--- src/rtl/multi_port_stream_serializer_pkg.sv ---
// Shared helpers for the multi-port stream serializer: index-width sizing only.
package multi_port_stream_serializer_pkg;

    // Narrowest index register we allow, even for a single-lane build.
    localparam int MinIdxWidth = 1;

    // Bits needed to address n lanes, never less than MinIdxWidth.
    function automatic int idx_width(input int n);
        int w;
        w = (n > 1) ? $clog2(n) : MinIdxWidth;
        return (w < MinIdxWidth) ? MinIdxWidth : w;
    endfunction

endpackage

--- src/rtl/multi_port_stream_serializer_find_first_one_idx.sv ---
// Lowest-set-bit finder. With above_only set, bits at or below base are
// ignored so the same block can both pick the first lane of a new group
// and advance past the lane that was just emitted.
module find_first_one_idx
    import multi_port_stream_serializer_pkg::*;
#(
    parameter int Width = 2,
    parameter int IdxW  = idx_width(Width)
) (
    input  logic [Width-1:0] vec,
    input  logic [IdxW-1:0]  base,
    input  logic             above_only,
    output logic [IdxW-1:0]  idx,
    output logic             found
);

    // Scan from the top down so the lowest qualifying bit is the one that sticks.
    always_comb begin
        idx   = '0;
        found = 1'b0;
        for (int i = Width - 1; i >= 0; i--) begin
            if (vec[i] && (!above_only || (i > int'(base)))) begin
                idx   = IdxW'(i);
                found = 1'b1;
            end
        end
    end

endmodule

--- src/rtl/multi_port_stream_serializer.sv ---
// Accepts a whole group of parallel lanes in one cycle and replays the valid
// lanes one beat per cycle in ascending lane order. The next group reloads on
// the same edge the final beat leaves, so back-to-back groups have no bubble.
module multi_port_stream_serializer
    import multi_port_stream_serializer_pkg::*;
#(
    parameter int InWidth   = 2,
    parameter int DataWidth = 32
) (
    input  logic                              clk,
    input  logic                              rst,
    input  logic [InWidth-1:0]                in_vld_i,
    input  logic [InWidth-1:0][DataWidth-1:0] in_payload_i,
    output logic [InWidth-1:0]                in_rdy_o,
    output logic                              out_vld_o,
    output logic [DataWidth-1:0]              out_payload_o,
    input  logic                              out_rdy_i,
    input  logic                              flush_i
);

    localparam int IdxW = idx_width(InWidth);

    logic [DataWidth-1:0] buf_q [InWidth];
    logic [InWidth-1:0]   bvld;
    logic [IdxW-1:0]      ridx;

    logic            out_fire;
    logic            single_left;
    logic            last_fire;
    logic            load_ok;
    logic            in_fire;
    logic [IdxW-1:0] first_idx;
    logic            first_found;
    logic [IdxW-1:0] next_idx;
    logic            next_found;

    // Lane to emit first when a new group is captured.
    find_first_one_idx #(.Width(InWidth), .IdxW(IdxW)) u_first (
        .vec        (in_vld_i),
        .base       ('0),
        .above_only (1'b0),
        .idx        (first_idx),
        .found      (first_found)
    );

    // Next lane still pending above the one currently on the output.
    find_first_one_idx #(.Width(InWidth), .IdxW(IdxW)) u_next (
        .vec        (bvld),
        .base       (ridx),
        .above_only (1'b1),
        .idx        (next_idx),
        .found      (next_found)
    );

    assign out_vld_o     = bvld[ridx];
    assign out_payload_o = buf_q[ridx];
    assign out_fire      = out_vld_o & out_rdy_i;
    assign single_left   = (bvld != '0) && ((bvld & (bvld - InWidth'(1))) == '0);
    assign last_fire     = out_fire & single_left;
    assign load_ok       = (bvld == '0) | last_fire;
    assign in_rdy_o      = {InWidth{load_ok & ~flush_i}};
    // An all-zero valid vector finds nothing, so an empty group never fires.
    assign in_fire       = load_ok & ~flush_i & first_found;

    // Payload storage: one enabled register per lane, deliberately not reset.
    for (genvar g = 0; g < InWidth; g++) begin : g_buf
        always_ff @(posedge clk) begin
            if (in_fire) begin
                buf_q[g] <= in_payload_i[g];
            end
        end
    end

    // Pending-lane mask and read pointer: flush beats load, load beats drain.
    always_ff @(posedge clk or posedge rst) begin
        if (rst) begin
            bvld <= '0;
            ridx <= '0;
        end else if (flush_i) begin
            bvld <= '0;
        end else if (in_fire) begin
            bvld <= in_vld_i;
            ridx <= first_idx;
        end else if (out_fire) begin
            bvld[ridx] <= 1'b0;
            if (next_found) begin
                ridx <= next_idx;
            end
        end
    end

endmodule

--- config.mk ---
export PLATFORM = sky130hd
export DESIGN_NAME = multi_port_stream_serializer
export DESIGN_NICKNAME = d
export VERILOG_FILES = /design/src/rtl/multi_port_stream_serializer_pkg.sv /design/src/rtl/multi_port_stream_serializer_find_first_one_idx.sv /design/src/rtl/multi_port_stream_serializer.sv
export SDC_FILE = /design/constraint.sdc
export NUM_CORES = 1
export LEC_CHECK = 0
export ABC_AREA = 1
export CELL_PAD_IN_SITES_DETAIL_PLACEMENT = 1
export CELL_PAD_IN_SITES_GLOBAL_PLACEMENT = 2
export CORE_MARGIN = 5
export CORE_UTILIZATION = 27
export CTS_CLUSTER_DIAMETER = 200
export DETAILED_ROUTE_END_ITERATION = 7
export GPL_TIMING_DRIVEN = 0
export PLACE_DENSITY_LB_ADDON = 0.2
export SLEW_MARGIN = 20
export SYNTH_ARGS = -nofsm -noshare
export SYNTH_HDL_FRONTEND = slang
export SYNTH_SLANG_ARGS = --single-unit
--- constraint.sdc ---
create_clock -name clk -period 3 [get_ports clk]
set_input_delay 0.6 -clock clk [delete_from_list [all_inputs] [get_ports clk]]
set_output_delay 0.6 -clock clk [all_outputs]
set_load 0.01 [all_outputs]
# Yosys cells after proc, flatten, opt, wreduce, memory -nomap -nowiden
# Memories as Yosys holds them, arrays and structs flattened.
# Cells that the tools add are included.
[word_totals] regBits=3 ramBits=64 out_inout_bits=35 n_memories=1
[classes] n_addsub=1 n_lt_le_gt_ge=3 mux=16 n_bitwise=9 n_reduce_logical=10
[memory_table] memory="buf_q" words=2 word_bits=32 read_ports=1 rd_ports_with_merged_regs=0 wr=2 line="multi_port_stream_serializer.sv:23" rtl="logic [DataWidth-1:0] buf_q [InWidth];"
[ops] operator="1-bit two-way mux" n=12
[ops] operator="2-bit two-way mux" n=3
[ops] operator="2-bit nonzero test" n=3
[ops] operator="1-bit AND" n=4
[ops] operator="2-bit AND" n=2
[ops] operator="2-bit logical NOT" n=2
[ops] operator="1-bit logical AND" n=3
[ops] operator="3-bit AND reduction" n=1
[ops] operator="3-bit nonzero test" n=1
[ops] operator="1-bit by 2-bit less-than comparator with 1-bit output (second input constant)" n=1
[ops] operator="2-bit NOT" n=1
[ops] operator="2-bit by 1-bit subtractor with 2-bit output (second input constant)" n=1
[ops] operator="1-bit demux with 1-bit select" n=1
[ops] operator="1-bit greater-or-equal comparator (second input constant)" n=1
[ops] operator="1-bit > comparator (first input constant)" n=1
[ops] operator="1-bit NOT" n=1
[ops] operator="1-bit bitwise OR" n=1

# Depth between registers and ports, before layout
# Gate-level depths: netlist of the first run.
[logic_depth] word_depth=10 depth_mapped=12 ltp_nobuf=11

# Hierarchy
# From an unflattened synthesis of the first run, not the netlist that was laid out.
[unflattened] cells_unflattened=232 hier_area_um2=2712.6
[modules_own_cells] module="multi_port_stream_serializer" instances=1 cells_per_inst=216 area_each_um2=2637.5 seq_area_each_um2=1996.9
[modules_own_cells] module="find_first_one_idx" instances=2 cells_per_inst=8 area_each_um2=37.5 seq_area_each_um2=0.0

# Worst setup path before layout of the first run
# No wires, ideal clock.
[synth_timing] path_kind="reg2reg" start="reg bvld[0]" end="mem buf_q[0][0] (enable)" setup_time_ps=418 arrival_ps=2278 required_time_ps=2582 path_slack_ps=304 stages_incl_launch_ff=7 synth_period_minus_slack_ps=2696 path_cell_list="dfrtp_1 -> inv_1 -> ha_1 -> nand3_2 -> nand2_2 -> nand3_4 -> inv_1"
[synth_lines] element="from (decl)" line="multi_port_stream_serializer.sv:24" rtl="logic [InWidth-1:0] bvld;"
[synth_lines] element="from (signal assigned)" line="multi_port_stream_serializer.sv:82" rtl="bvld <= in_vld_i;"
[synth_lines] element="to (decl)" line="multi_port_stream_serializer.sv:23"

# Worst setup path in the final report of the first run
[layout_timing] start="in out_rdy_i" end="out in_rdy_o[1]"
[layout_via] elab_chain_cells=4
[layout_rtl] element="from (decl)" line="multi_port_stream_serializer.sv:17" rtl="input logic out_rdy_i,"
[layout_rtl] element="1-bit AND" line="multi_port_stream_serializer.sv:57" rtl="assign out_fire = out_vld_o & out_rdy_i;"
[layout_rtl] element="1-bit AND" line="multi_port_stream_serializer.sv:59" rtl="assign last_fire = out_fire & single_left;"
[layout_rtl] element="1-bit bitwise OR" line="multi_port_stream_serializer.sv:60" rtl="assign load_ok = (bvld == '0) | last_fire;"
[layout_rtl] element="1-bit AND" line="multi_port_stream_serializer.sv:61" rtl="assign in_rdy_o = {InWidth{load_ok & ~flush_i}};"
[layout_rtl] element="to (decl)" line="multi_port_stream_serializer.sv:14" rtl="output logic [InWidth-1:0] in_rdy_o,"
# No other way between the ends.

==> impl_metrics.csv, run 1 <==
group,metric,value,unit
die,start_util,27.2,%
final_layout,multi_input_area,526,sq um
timing,slew_violations,0,
power,worst_ir_drop_vdd,0.289,mV
setup_path,crit_chain,"clkdlybuf4s50_1 -> nand3_2 -> nand2_2 -> nand2_2 -> inv_2 -> buf_4 -> clkdlybuf4s50_1",
power,combPwrFrac,39.7,%
timing,setup_viol,0,
die,fp.coreArea,0.00959,sq mm
power,seqPwrFrac,38.4,%
setup_path,path_delay_family,"buffers and inverters",
final_layout,drive_above_1_share,8.81,%
timing,relSlewSlack,67.4,%
routing,via_count,1818,
setup_path,worstSetupPathType,"primary input to primary output",
clock_tree,cts_resized,0,
grt,grt_pass1_wl,9.66,mm
setup_path,cpMaxStageDelayCell,"clkdlybuf4s50_1",
clock_tree,cts-buffers-inserted,9,
status,status,"completed",
yosys,synth_area,0.00261,sq mm
setup_path,critPathLaunchType,"primary input",
grt,antenna_found_initial,0,
power,switching_share,32.4,%
setup_path,r2r_start,"bvld[0]$_DFFE_PP0P_",
routing,post-route-drc-count,0,
routing,drt-initial-drc-count,57,
clock_tree,cts_htree_levels,3,
routing,wl_per_cell,13.2,um
timing,fmax,375,MHz
timing,hold_viol_final,0,
clock_tree,cts_tree,"yes",
clock_tree,root_buffer,"clkbuf_8",
timing,rsz0062_at_grt,"no",
timing,tightest_slew,489,ps
final_layout,final_common_cell,"nand2_1",
clock_tree,cts_sinks,67,
grt,grt_pass1_vias,2031,
yosys,yosysSeqAreaShare,76.4,%
die,rows,36,
die,die_width,108,um
min_path,hp-class,"primary input to async pin",
power,total_power,3.30,mW
timing,fin_crit,2670,ps
grt,grt_max_degree,45,
final_layout,seq_area,0.00200,sq mm
clock_tree,worstSkewPairLatency,340,ps
clock_tree,path_clk_slew,70,ps
power,intPower,2.23,mW
setup_path,slowest_delay,550,ps
placed_design,dpl.cell_count,446,
flow_run,drv_cap,0,
power,clkPwrFrac,22.0,%
yosys,synth_warnings,0,
placed_design,placement.io_buffers,104,
routing,viasPerCell,3.94,
yosys,synth-seq-cells,67,
power,switching_power,1.07,mW
final_layout,fill_cells,1044,
final_layout,antennaDiodeCount,0,
die,die_h,108,um
setup_path,cp_data_arrival_time,2070,ps
clock_tree,clockBufferDepth,2,
setup_path,path_buf_inv,4,
placed_design,place_congestion,0.675,
final_layout,final_cells,462,
routing,antenna_left,0,
yosys,synth_nets,279,
die,num_io_pins,105,
timing,skew,5.45,ps
routing,routed_wl,6.11,mm
final_layout,fin_nets,395,
setup_path,r2r_cells,7,
yosys,avgSynthCellArea,12.6,sq um
placed_design,dp_hpwl,4.48,mm
clock_tree,hold_buffers,0,
grt,grt_overflow,0,
setup_path,cp.required,2400,ps
setup_path,worstSetupEndpointType,"primary output",
power,cellLeakagePower,1.57,nW
yosys,ys_types,19,
timing,min_period_over_period,88.9,%
yosys,syn_inst,208,
routing,drtPass1Iterations,4,
clock_tree,post_cts_buffers,0,
setup_path,r2r_slack,990,ps
final_layout,area_growth,54.5,%
power,p_per_area,818,mW/mm^2
setup_path,path_max_fanout,3,
die,die_area,0.0117,sq mm
setup_path,r2r_end,"buf_q[0][15]$_DFFE_PP_",
grt,grt_use_total,11.1,%
final_layout,final_cell_mix,"106 x nand2_1, 104 x clkdlybuf4s50_1, 64 x edfxtp_1, 9 x clkbuf_8, 8 x inv_1",
metal layers:
layer,share of wire [%],track usage (%),vias to the layer above
met5,0,0,-
met4,1.5,5.41,0
met3,6.7,4.00,8
met2,51,19.5,59
met1,40,11.9,833
li1,-,-,918
worst register-to-register path, delay by kind of cell, from the launching register on:
family                   cells  cell delay (ps)
AND/OR/NAND/NOR              3              290
flip-flops                   1              470
buffers and inverters        3              610
adder cells (fa/ha/maj)      1              290
logic make-up after synthesis:
| kind of cell | share of synthesized area, % |
|---|---|
| DFF | 76.4 |
| and+or+nand+nor | 19.1 |
| AOI/OAI and AO/OA | 0.527 |
| buffers and inverters | 3.45 |
| adders and majority gates | 0.479 |
layout make-up:
cell class	count	area share [%]
inverters	11	1.27
clock inverters	7	1.71
multi-input cells	122	13.0
well taps	133	4.12
flip-flops and latches	67	49.5
repair buffers	105	26.3
clock buffers	9	3.07
plain buffers	8	1.02
cell usage after synthesis (all sizes together):
library cell / n / area share, %
a21oi: 1 / 0.34
clkbuf: 6 / 0.86
ha: 1 / 0.48
o21ai: 1 / 0.19
buf: 2 / 0.72
nand3: 4 / 1.4
nand2: 112 / 17
edfxtp: 64 / 74
inv: 11 / 1.9
nor2: 1 / 0.14
dfrtp: 3 / 2.9
nand4: 2 / 0.48
stage by stage:
step           cell area (sq um)  hold WS [ps]  utilization (%)  worst slack [ps]  TNS (ps)
3_5_place_dp                3840           672             40.0               345         0
4_1_cts                     4040           411             42.1               241         0
5_1_grt                     4040           428             42.1               128         0
2_1_floorplan               2610           354                -               304         0
6_report                    4040           427             42.1               332         0
3_3_place_gp                3820           667             39.8              -681    -43280
flip-flops by register name (all words and copies together) (netlist names):
signal / cells
buf_q: 64
bvld: 2
ridx: 1
power groups by stage:
stage | clock network, mW | registers [mW] | logic (mW)
after floorplan | 0 | 1.29 | 0.625
after global placement | 0 | 1.30 | 1.32
after detailed placement | 0 | 1.29 | 1.36
after CTS | 0.757 | 1.27 | 1.36
after global routing | 0.800 | 1.28 | 1.46
final | 0.725 | 1.27 | 1.31
worst max-delay path by stage:
| stage | start | endpoint | slack (ps) | cells after the start |
|---|---|---|---|---|
| after floorplan | bvld[0]$_DFFE_PP0P_ | buf_q[0][0]$_DFFE_PP_ | 300 | 6 |
| after global placement | out_rdy_i | buf_q[0][20]$_DFFE_PP_ | -680 | 5 |
| after detailed placement | out_rdy_i | in_rdy_o[1] | 340 | 7 |
| after CTS | ridx$_DFFE_PP0P_ | out_payload_o[15] | 240 | 6 |
| after global routing | ridx$_DFFE_PP0P_ | out_payload_o[5] | 130 | 6 |
| final | out_rdy_i | in_rdy_o[1] | 330 | 7 |
(Power assumes the default switching activity.)
==> run 2, diff against run 1 <==
--- a/config.mk
+++ b/config.mk
@@ -17,4 +17,5 @@
 export SLEW_MARGIN = 20
 export SYNTH_ARGS = -nofsm -noshare
 export SYNTH_HDL_FRONTEND = slang
+export SYNTH_HIERARCHICAL = 1
 export SYNTH_SLANG_ARGS = --single-unit
==> run 2 against run 1 <==
Critical path depth decreased by 1. Clock power grew 23%. Clock-buffer cell count is the same.
==> impl_metrics.csv, run 2 <==
group,metric,value,unit
status,status,"completed",
power,clkPwrFrac,37.5,%
final_layout,fin_nets,423,
die,die_area,0.0122,sq mm
clock_tree,cts_htree_levels,3,
timing,fin_crit,2720,ps
clock_tree,cts_resized,0,
grt,grt_pass1_vias,2175,
setup_path,path_max_fanout,6,
routing,viasPerCell,4.03,
placed_design,placement.io_buffers,104,
setup_path,critPathLaunchType,"register",
final_layout,final_cell_mix,"119 x nand2_1, 104 x clkdlybuf4s50_1, 64 x edfxtp_1, 10 x inv_1, 9 x clkbuf_8",
timing,rsz0062_at_grt,"no",
power,switching_power,536,uW
clock_tree,cts-buffers-inserted,9,
yosys,synth_area,0.00271,sq mm
clock_tree,clockBufferDepth,2,
timing,whs,435,ps
clock_tree,post_cts_buffers,0,
flow_run,drv_cap,0,
routing,post-route-drc-count,0,
power,switching_share,22.5,%
yosys,synth-seq-cells,67,
final_layout,final_cells,490,
setup_path,cp.required,2400,ps
timing,slew_violations,0,
clock_tree,cts_sinks,67,
power,intPower,1.85,mW
routing,routed_wl,6.64,mm
timing,min_period_over_period,90.8,%
yosys,synth.area.top_cells,"edfxtp_1 71%, nand2_1 16%, dfrtp_1 2.8%",
timing,relSlewSlack,45.5,%
routing,via_count,1974,
die,start_util,27.8,%
setup_path,path_buf_inv,3,
setup_path,r2r_start,"bvld[0]$_DFFE_PP0P_",
routing,antenna_left,0,
power,worst_ir_drop_vdd,0.341,mV
timing,skew,6.33,ps
timing,fmax,367,MHz
final_layout,drive_above_1_share,9.24,%
die,fp.coreArea,0.00977,sq mm
clock_tree,hold_buffers,0,
setup_path,r2r_cells,6,
clock_tree,path_clk_slew,70,ps
final_layout,area_growth,54.1,%
power,total_power,2.38,mW
grt,grt_use_total,11.5,%
yosys,syn_inst,232,
final_layout,regMostFlops,"buf_q",
yosys,synth-main-ff-cell,"edfxtp_1",
die,die_h,110,um
routing,wl_per_cell,13.5,um
final_layout,final_common_cell,"nand2_1",
yosys,synth_warnings,6,
setup_path,r2r_slack,800,ps
yosys,netlist_top_cells_count,"119 x nand2_1, 64 x edfxtp_1, 10 x inv_1",
min_path,hp-class,"primary input to async pin",
setup_path,crit_cells,6,
setup_path,cp-startpoint,"bvld[0]$_DFFE_PP0P_",
final_layout,largest_register_ffs,64,
yosys,yosysMostFrequentCell,"nand2_1",
setup_path,r2r_end,"buf_q[1][15]$_DFFE_PP_",
yosys,yosysSeqAreaShare,73.6,%
power,combPwrFrac,16.2,%
yosys,synth_area_leader_cell,"edfxtp_1",
die,num_io_pins,105,
grt,grt_overflow,0,
clock_tree,cts_tree,"yes",
timing,tightest_slew,818,ps
power,seqPwrFrac,46.2,%
yosys,synth_edf_count,64,
yosys,avgSynthCellArea,11.7,sq um
setup_path,worstSetupEndpointType,"primary output",
placed_design,place_congestion,0.722,
setup_path,slowest_delay,520,ps
routing,drt-initial-drc-count,45,
grt,grt_max_degree,67,
timing,setup_viol,0,
setup_path,worstSetupPathType,"register to primary output",
setup_path,path_delay_family,"buffers and inverters",
final_layout,fill_cells,1088,
clock_tree,root_buffer,"clkbuf_8",
final_layout,top_regs,"buf_q x64, bvld x2, ridx x1",
yosys,async_flop_share,4.48,%
power,cellLeakagePower,1.65,nW
timing,fin_setup_tns,0,ps
routing,drtPass1Iterations,3,
setup_path,crit_chain,"inv_1 -> ha_1 -> nand3_4 -> a21oi_1 -> buf_4 -> clkdlybuf4s50_1",
grt,grt_pass1_wl,10.3,mm
final_layout,antennaDiodeCount,0,
yosys,yosysTopAreaCellShare,70.8,%
placed_design,dp_hpwl,4.87,mm
clock_tree,worstSkewPairLatency,330,ps
yosys,ys_types,22,
die,rows,36,
die,die_width,110,um
timing,hold_viol_final,0,
grt,antenna_found_initial,0,
placed_design,dpl.cell_count,474,
setup_path,cpMaxStageDelayCell,"clkdlybuf4s50_1",
setup_path,cp_data_arrival_time,2120,ps
power,p_per_area,570,mW/mm^2
-- run 2: cell types whose count changed in the layout (fill, tap and decap cells not counted), sizes merged, moves of 2 or more --
cell      previous run  this run
clkinvlp             3         0
bufinv               1         3
inv                 11        15
conb                 0         7
nor2                 1         5
nand2              112       126
-- run 2: kinds of logic after synthesis --
| family | after synthesis | share of synthesized area (%) |
|---|---|---|
| buf+inv | 22 | 3.60 |
| fa+ha+maj | 1 | 0.461 |
| compound gates | 3 | 0.830 |
| flops | 67 | 73.6 |
| other cells | 2 | 0.277 |
| simple gates | 137 | 21.2 |
-- run 2: layer usage --
metal	wire length [um]	vias up	global-route usage, %
met5	0	-	0
met4	93	0	4.75
met3	540	9	4.78
met2	3540	57	20.5
met1	2460	922	11.8
li1	-	986	-
-- run 2: power by group through the flow --
stage | Sequential (mW) | Combinational (mW) | Clock, mW
3_3_place_gp | 1.12 | 0.389 | 0
5_1_grt | 1.11 | 0.428 | 0.967
2_1_floorplan | 1.12 | 0.151 | 0
6_report | 1.10 | 0.386 | 0.895
3_5_place_dp | 1.13 | 0.397 | 0
4_1_cts | 1.10 | 0.399 | 0.925
-- run 2: area by class of cell --
cell class,instances,area [sq um],share of cell area (%)
plain buffers,8,41.3,0.988
clock buffers,9,124,2.96
clock inverters,7,115,2.75
inverters,14,57.6,1.38
multi-input cells,148,637,15.2
flip-flops and latches,67,2000,47.8
well taps,133,166,3.98
repair buffers,104,1040,24.9
-- run 2: worst max path at each step --
stage | slack [ps] | end
after CTS | 190 | out_payload_o[6]
after floorplan | 850 | buf_q[0][0]$_DFFE_PP_
after detailed placement | 40 | buf_q[1][25]$_DFFE_PP_
after global routing | 80 | out_payload_o[11]
after global placement | 90 | buf_q[1][1]$_DFFE_PP_
final | 280 | in_rdy_o[1]
-- run 2: metrics by stage --
stage / utilization (%) / worst slack, ps / instance area, sq um
after floorplan: - / 852 / 2730
final: 42.8 / 277 / 4180
after detailed placement: 40.3 / 44.9 / 3940
after CTS: 42.7 / 186 / 4180
after global routing: 42.8 / 76.8 / 4180
after global placement: 40.3 / 90.1 / 3940
